--- src/rtl/sr_arbiter_if.sv ---
// Requester/driver-side handshake bundle for sr_arbiter.
// The slave modport is the arbiter's view; the master modport is the environment's view.
interface sr_arbiter_if #(
  parameter int unsigned NUM_REQ = 4
);
  localparam int unsigned OW = (NUM_REQ > 2) ? $clog2(NUM_REQ) : 1;

  logic [NUM_REQ-1:0]   i_req;
  logic [8*NUM_REQ-1:0] i_data;
  logic [NUM_REQ-1:0]   o_ack;
  logic [NUM_REQ-1:0]   o_done;
  logic [7:0]           o_sr_data;
  logic                 o_sr_en;
  logic                 i_sr_rdy;
  logic [OW-1:0]        o_owner;
  logic                 o_busy;
  logic                 o_timeout;

  modport slave (
    input  i_req, i_data, i_sr_rdy,
    output o_ack, o_done, o_sr_data, o_sr_en, o_owner, o_busy, o_timeout
  );

  modport master (
    output i_req, i_data, i_sr_rdy,
    input  o_ack, o_done, o_sr_data, o_sr_en, o_owner, o_busy, o_timeout
  );
endinterface

--- src/rtl/sr_arbiter.sv ---
// Round-robin arbiter sharing one serial ShiftReg driver between NUM_REQ requesters,
// sequencing issue / busy / completion / inter-frame gap with a busy-timeout.
module sr_arbiter #(
  parameter int unsigned NUM_REQ    = 4,
  parameter int unsigned TIMEOUT    = 64,
  parameter int unsigned GAP_CYCLES = 2
) (
  input  logic         i_clk,
  input  logic         i_rst_n,
  sr_arbiter_if.slave  bus
);
  localparam int unsigned OW       = (NUM_REQ > 2) ? $clog2(NUM_REQ) : 1;
  localparam int unsigned GAP_LAST = (GAP_CYCLES > 0) ? GAP_CYCLES - 1 : 0;
  localparam int unsigned GW       = (GAP_LAST > 1) ? $clog2(GAP_LAST + 1) : 1;

  typedef enum logic [2:0] {
    S_IDLE,
    S_ISSUE,
    S_WAIT_LOW,
    S_WAIT_HIGH,
    S_GAP
  } state_t;

  state_t              r_state;
  logic [OW-1:0]       r_ptr;
  logic [7:0]          r_to_cnt;
  logic [GW-1:0]       r_gap_cnt;
  logic [NUM_REQ-1:0]  r_ack;
  logic [NUM_REQ-1:0]  r_done;
  logic [7:0]          r_sr_data;
  logic                r_sr_en;
  logic [OW-1:0]       r_owner;
  logic                r_busy;
  logic                r_timeout;

  logic                w_found;
  logic [OW-1:0]       w_winner;
  logic [7:0]          w_data;
  logic [OW-1:0]       w_ptr_next;

  // Two passes: requesters at or above the pointer first, then the wrapped-around ones.
  always_comb begin
    w_found  = 1'b0;
    w_winner = '0;
    w_data   = '0;
    for (int unsigned k = 0; k < NUM_REQ; k++) begin
      if (!w_found && bus.i_req[k] && (k >= 32'(r_ptr))) begin
        w_found  = 1'b1;
        w_winner = OW'(k);
        w_data   = bus.i_data[8*k +: 8];
      end
    end
    for (int unsigned k = 0; k < NUM_REQ; k++) begin
      if (!w_found && bus.i_req[k] && (k < 32'(r_ptr))) begin
        w_found  = 1'b1;
        w_winner = OW'(k);
        w_data   = bus.i_data[8*k +: 8];
      end
    end
  end

  always_comb begin
    w_ptr_next = '0;
    if (w_winner != OW'(NUM_REQ - 1)) begin
      w_ptr_next = w_winner + 1'b1;
    end
  end

  always_ff @(posedge i_clk) begin
    if (!i_rst_n) begin
      r_state   <= S_IDLE;
      r_ptr     <= '0;
      r_to_cnt  <= '0;
      r_gap_cnt <= '0;
      r_ack     <= '0;
      r_done    <= '0;
      r_sr_data <= '0;
      r_sr_en   <= 1'b0;
      r_owner   <= '0;
      r_busy    <= 1'b0;
      r_timeout <= 1'b0;
    end else begin
      r_sr_en   <= 1'b0;
      r_ack     <= '0;
      r_done    <= '0;
      r_timeout <= 1'b0;
      unique case (r_state)
        S_IDLE: begin
          if (bus.i_sr_rdy && w_found) begin
            r_sr_data        <= w_data;
            r_owner          <= w_winner;
            r_sr_en          <= 1'b1;
            r_ack[w_winner]  <= 1'b1;
            r_ptr            <= w_ptr_next;
            r_busy           <= 1'b1;
            r_state          <= S_ISSUE;
          end
        end
        S_ISSUE: begin
          r_to_cnt <= '0;
          r_state  <= S_WAIT_LOW;
        end
        S_WAIT_LOW: begin
          if (!bus.i_sr_rdy) begin
            r_state <= S_WAIT_HIGH;
          end else if (r_to_cnt == 8'(TIMEOUT)) begin
            // Driver never went busy: abort without reporting completion.
            r_timeout <= 1'b1;
            if (GAP_CYCLES == 0) begin
              r_state <= S_IDLE;
              r_busy  <= 1'b0;
            end else begin
              r_gap_cnt <= '0;
              r_state   <= S_GAP;
            end
          end else begin
            r_to_cnt <= r_to_cnt + 8'd1;
          end
        end
        S_WAIT_HIGH: begin
          if (bus.i_sr_rdy) begin
            r_done[r_owner] <= 1'b1;
            if (GAP_CYCLES == 0) begin
              r_state <= S_IDLE;
              r_busy  <= 1'b0;
            end else begin
              r_gap_cnt <= '0;
              r_state   <= S_GAP;
            end
          end
        end
        S_GAP: begin
          if (r_gap_cnt == GW'(GAP_LAST)) begin
            r_state <= S_IDLE;
            r_busy  <= 1'b0;
          end else begin
            r_gap_cnt <= r_gap_cnt + 1'b1;
          end
        end
        default: begin
          r_state <= S_IDLE;
          r_busy  <= 1'b0;
        end
      endcase
    end
  end

  assign bus.o_ack     = r_ack;
  assign bus.o_done    = r_done;
  assign bus.o_sr_data = r_sr_data;
  assign bus.o_sr_en   = r_sr_en;
  assign bus.o_owner   = r_owner;
  assign bus.o_busy    = r_busy;
  assign bus.o_timeout = r_timeout;
endmodule

--- src/flat_wrapper.sv ---
// flat-port wrapper written by rule: the top's interface ports become plain ports
module sr_arbiter_flat 
#(
  parameter int unsigned NUM_REQ    = 4,
  parameter int unsigned TIMEOUT    = 64,
  parameter int unsigned GAP_CYCLES = 2
)
  (i_clk, i_rst_n, bus_i_req, bus_i_data, bus_i_sr_rdy, bus_o_ack, bus_o_done, bus_o_sr_data, bus_o_sr_en, bus_o_owner, bus_o_busy, bus_o_timeout);
  sr_arbiter_if #(.NUM_REQ(NUM_REQ)) bus_i ();
  input  logic i_clk;
  input  logic i_rst_n;
  input wire logic [$bits(bus_i.i_req)-1:0] bus_i_req;
  input wire logic [$bits(bus_i.i_data)-1:0] bus_i_data;
  input wire logic [$bits(bus_i.i_sr_rdy)-1:0] bus_i_sr_rdy;
  output wire logic [$bits(bus_i.o_ack)-1:0] bus_o_ack;
  output wire logic [$bits(bus_i.o_done)-1:0] bus_o_done;
  output wire logic [$bits(bus_i.o_sr_data)-1:0] bus_o_sr_data;
  output wire logic [$bits(bus_i.o_sr_en)-1:0] bus_o_sr_en;
  output wire logic [$bits(bus_i.o_owner)-1:0] bus_o_owner;
  output wire logic [$bits(bus_i.o_busy)-1:0] bus_o_busy;
  output wire logic [$bits(bus_i.o_timeout)-1:0] bus_o_timeout;
  assign bus_i.i_req = bus_i_req;
  assign bus_i.i_data = bus_i_data;
  assign bus_i.i_sr_rdy = bus_i_sr_rdy;
  assign bus_o_ack = bus_i.o_ack;
  assign bus_o_done = bus_i.o_done;
  assign bus_o_sr_data = bus_i.o_sr_data;
  assign bus_o_sr_en = bus_i.o_sr_en;
  assign bus_o_owner = bus_i.o_owner;
  assign bus_o_busy = bus_i.o_busy;
  assign bus_o_timeout = bus_i.o_timeout;
  sr_arbiter #(.NUM_REQ(NUM_REQ), .TIMEOUT(TIMEOUT), .GAP_CYCLES(GAP_CYCLES)) u_core (.i_clk(i_clk), .i_rst_n(i_rst_n), .bus(bus_i));
endmodule
--- config.mk ---
export PLATFORM = sky130hd
export DESIGN_NAME = sr_arbiter_flat
export DESIGN_NICKNAME = d
export VERILOG_FILES = /design/src/rtl/sr_arbiter_if.sv /design/src/rtl/sr_arbiter.sv /design/src/flat_wrapper.sv
export SDC_FILE = /design/constraint.sdc
export NUM_CORES = 1
export LEC_CHECK = 0
export BUFFER_PORTS_ARGS = -buffer_cell sky130_fd_sc_hd__buf_2
export CAP_MARGIN = 20
export CORE_UTILIZATION = 45
export DETAILED_ROUTE_END_ITERATION = 12
export PLACE_DENSITY = 0.8
export SLEW_MARGIN = 40
export SYNTH_ARGS = -nofsm -noshare
export SYNTH_HDL_FRONTEND = slang
export SYNTH_SLANG_ARGS = --single-unit
--- constraint.sdc ---
create_clock -name i_clk -period 2 [get_ports i_clk]
set_input_delay 0.1 -clock i_clk [delete_from_list [all_inputs] [get_ports i_clk]]
set_output_delay 0.1 -clock i_clk [all_outputs]
set_load 0.005 [all_outputs]
==> impl_results.md <==
* Root buffer cell: clkbuf_8
* Fillers at 410
* Setup crit end kind: register
* Vias at roughly 2,200
* CP Depth at 6
* Synth warn at 0
* Hold EP: u_core.bus.o_sr_data[6]
* Sequential fraction of the synthesis area at 33.4%
* Starting density of the core at 47.6%
* Crit Path Max Fanout at 8
* Final hold viol count at 0
* Die X at 70.3 um
* Full die area at 4940 um^2
* Total GRT Usage at 22.6%
* Largest area contributor in the netlist: dfxtp_1
* Row count at 24
* Setup Crit Path Kind: register to register
* Setup repair after global routing missed its margin: no
* Cells after Synth at around 250
* Crit-path max cell delay at 0.37 ns
* # H-tree levels at 2
* Hold Buf Count CTS at 0
* Setup TNS at 0 ns
* Total setup buffers inserted after CTS at 0
* Slowest cell on crit path: dfxtp_1
* Ant diodes at 0
* Static Leak at ~1.1 nW
* Antenna violations before repair at 0
* Post-Route WL at 5380 um
* Peak supply drop at 312 uV
* Critical Path AT at approximately 2 ns
* EDFF count, synth at 0
* DR pass1 iterations at 4
* Post-synthesis cell area at 2100 um^2
* Setup-failing EPs final at 0
* DRT iter0 DRCs at 137
* Pin count of the biggest net entering global routing at 18
* DIE HEIGHT at 70.3 um
* MaxCap Viol Count at 0
* CTS tree: built
* CP delay by family, top: simple AND/OR/NAND/NOR gates
* Reg2reg path depth at 6
* Clock slew at reported path FFs at 0.08 ns
* Worst-case clock buffer depth at 2
* Fin crit share at 93.0%
* Synth Flop Type: dfxtp_1
* Routed len/inst at 14.6 um
* PortBufs at 59
* Worst slew margin at slightly below 60%
* First-pass GRT wire length at 8940 um
* Cts bufs inserted at 5
* Fraction of layout cells with a size suffix above 1 at between 20% and 30%
* Routed vias/inst at 5.87
* Vias in the first global route at just under 2,000
* Sequential Area at approximately 700 um^2
* Least-Margin Pin Slew at 0.614 ns
* Metal2 WL at between 2000 and 2500 um
* Final GP Congestion at 0.953
* Synth top area share at 33.4%
* Max Fclk at 537 MHz
* Routed met3 length at just under 400 um
* Ys async rst share at 0%
* Post-CTS Resized at 0
* Final Max Slew Viols at 0
* CP cell instances: buf_4 -> nand2b_1 -> and4_4 -> nor3_4 -> o221ai_1 -> o32ai_1
* Area contributors post-synth: dfxtp_1, nand3_1, a21oi_1, nand2_1, ha_1
* WP buf/inv at 1
* Clock Latency Late Sink at 0.30 ns
* Multi-input gate area at 1280 um^2
* Status: complete, no violations
* Residual DRC at 0
* P&R area growth vs syn at 20.9%
* Post-synth cell types at 51
* Crit path required time at between 2 and 2.5 ns
* Post-detail-place hpwl at 4070 um
* Gr ovfl total at 0
* R2R Setup Slk at 0.14 ns
* Highest routed layer: met4
* Yosys reg bits at 35
* Worst Hold Launch: bus_i_data[22]
* Reg2reg start: u_core.r_ptr[0]
* Syn avg cell area at roughly 8.3 um^2
* DRT antenna net count at 0
* Core area at 4410 um^2
* Met1 Routed Length at 2450 um
* PwrDens at 687 nW/um^2
* I/O pins at 60
* R2R Path End: u_core.bus.o_sr_data[5]
* Syn_nets at approximately 300
* Final worst slack at 0.139 ns
* CTS Sinks at 35
* Hold path depth at 3
* Post-Place Setup Slack at around 0.22 ns
* Final min period at between 1.5 and 2 ns
* Overall Power at 1.74 mW
* Crit start category: register
* Min-Delay Path Class: primary input to register
* Final #Nets at 360
* Setup Skew at 0.0115 ns
cells in the mapped netlist (7+ instances only):
cell type  instances
dfxtp_1           35
nand2_1           21
nand3_1           19
nor2_1            17
a21oi_1           16
inv_1             11
o21ai_0           11
nand2b_1           7
report_power, final:
group | internal [mW] | switching, mW | total [mW]
Combinational | 0.189 | 0.249 | 0.438
Sequential | 0.745 | 0.0372 | 0.782
Clock | 0.242 | 0.281 | 0.523
layer usage:
metal / track usage [%] / up-vias
met5: 0 / -
met4: 8.67 / 0
met3: 5.34 / 10
met2: 34.7 / 90
met1: 30.5 / 1002
li1: - / 1058
layout make-up:
| type | instances | share of cell area (%) |
|---|---|---|
| multi-input combinational | 194 | 50.4 |
| sequential | 35 | 27.6 |
| timing repair buffer | 68 | 14.3 |
| clock buffer | 5 | 2.71 |
| tap | 52 | 2.56 |
| inverter | 11 | 1.63 |
| clock inverter | 3 | 0.789 |
placed cells by master (no fill, tap or decap), types with 5 or more instances in the layout:
| cell | count |
|---|---|
| nand4_1 | 5 |
| nor3_1 | 6 |
| nand2b_1 | 7 |
| nor2b_1 | 6 |
| o221ai_1 | 6 |
| buf_2 | 59 |
| a21oi_1 | 16 |
| nand3_1 | 19 |
| inv_1 | 11 |
| o21ai_0 | 11 |
| a221oi_1 | 6 |
| a211oi_1 | 5 |
| buf_4 | 9 |
| o32ai_1 | 5 |
| xor2_1 | 6 |
| nor3b_1 | 5 |
| and2_1 | 6 |
| nor2_1 | 17 |
| dfxtp_1 | 35 |
| clkbuf_8 | 5 |
| ha_1 | 6 |
| nand2_1 | 21 |
sequential cells by signal, indices dropped and copies added (netlist names):
signal / cells
u_core.bus.o_owner: 2
u_core.r_ptr: 2
u_core.bus.o_sr_en: 1
u_core.bus.o_timeout: 1
u_core.r_gap_cnt: 1
u_core.bus.o_busy: 1
u_core.r_state: 3
u_core.bus.o_done: 4
u_core.bus.o_ack: 4
u_core.bus.o_sr_data: 8
u_core.r_to_cnt: 8
kinds of logic (layout without fill, tap and decap cells):
logic type	after synthesis	in the layout	synth area share (%)
flip-flops	35	35	33.4
XOR/XNOR	7	7	2.92
adder cells (fa/ha/maj)	6	6	3.58
buffers and inverters	25	87	5.72
AO/OA/AOI/OAI	68	68	23.2
AND/OR/NAND/NOR	113	113	31.2
tightest hold or removal path: cells and delay by family:
family        cells  cell delay [ns]
buf+inv           1             0.09
simple gates      2             0.14
through the flow:
stage	instance area (um^2)	hold slack, ns	util [%]	cells
2_1_floorplan	2100	0.250	-	254
3_3_place_gp	2450	0.378	55.5	360
3_5_place_dp	2450	0.374	55.5	360
4_1_cts	2540	0.0729	57.5	368
5_1_grt	2540	0.0733	57.5	368
6_report	2540	0.0791	57.5	368
how the worst max path moves through the flow:
stage,to,startpoint
finish,u_core.bus.o_sr_data[5],u_core.r_ptr[0]
global route,u_core.r_ptr[1],u_core.r_ptr[1]
CTS,u_core.bus.o_sr_data[5],u_core.r_ptr[0]
detailed placement,u_core.r_ptr[1],u_core.r_ptr[1]
global placement,u_core.bus.o_sr_data[2],u_core.r_ptr[0]
floorplan,u_core.r_ptr[1],u_core.r_ptr[1]
(Power assumes the default switching activity.)
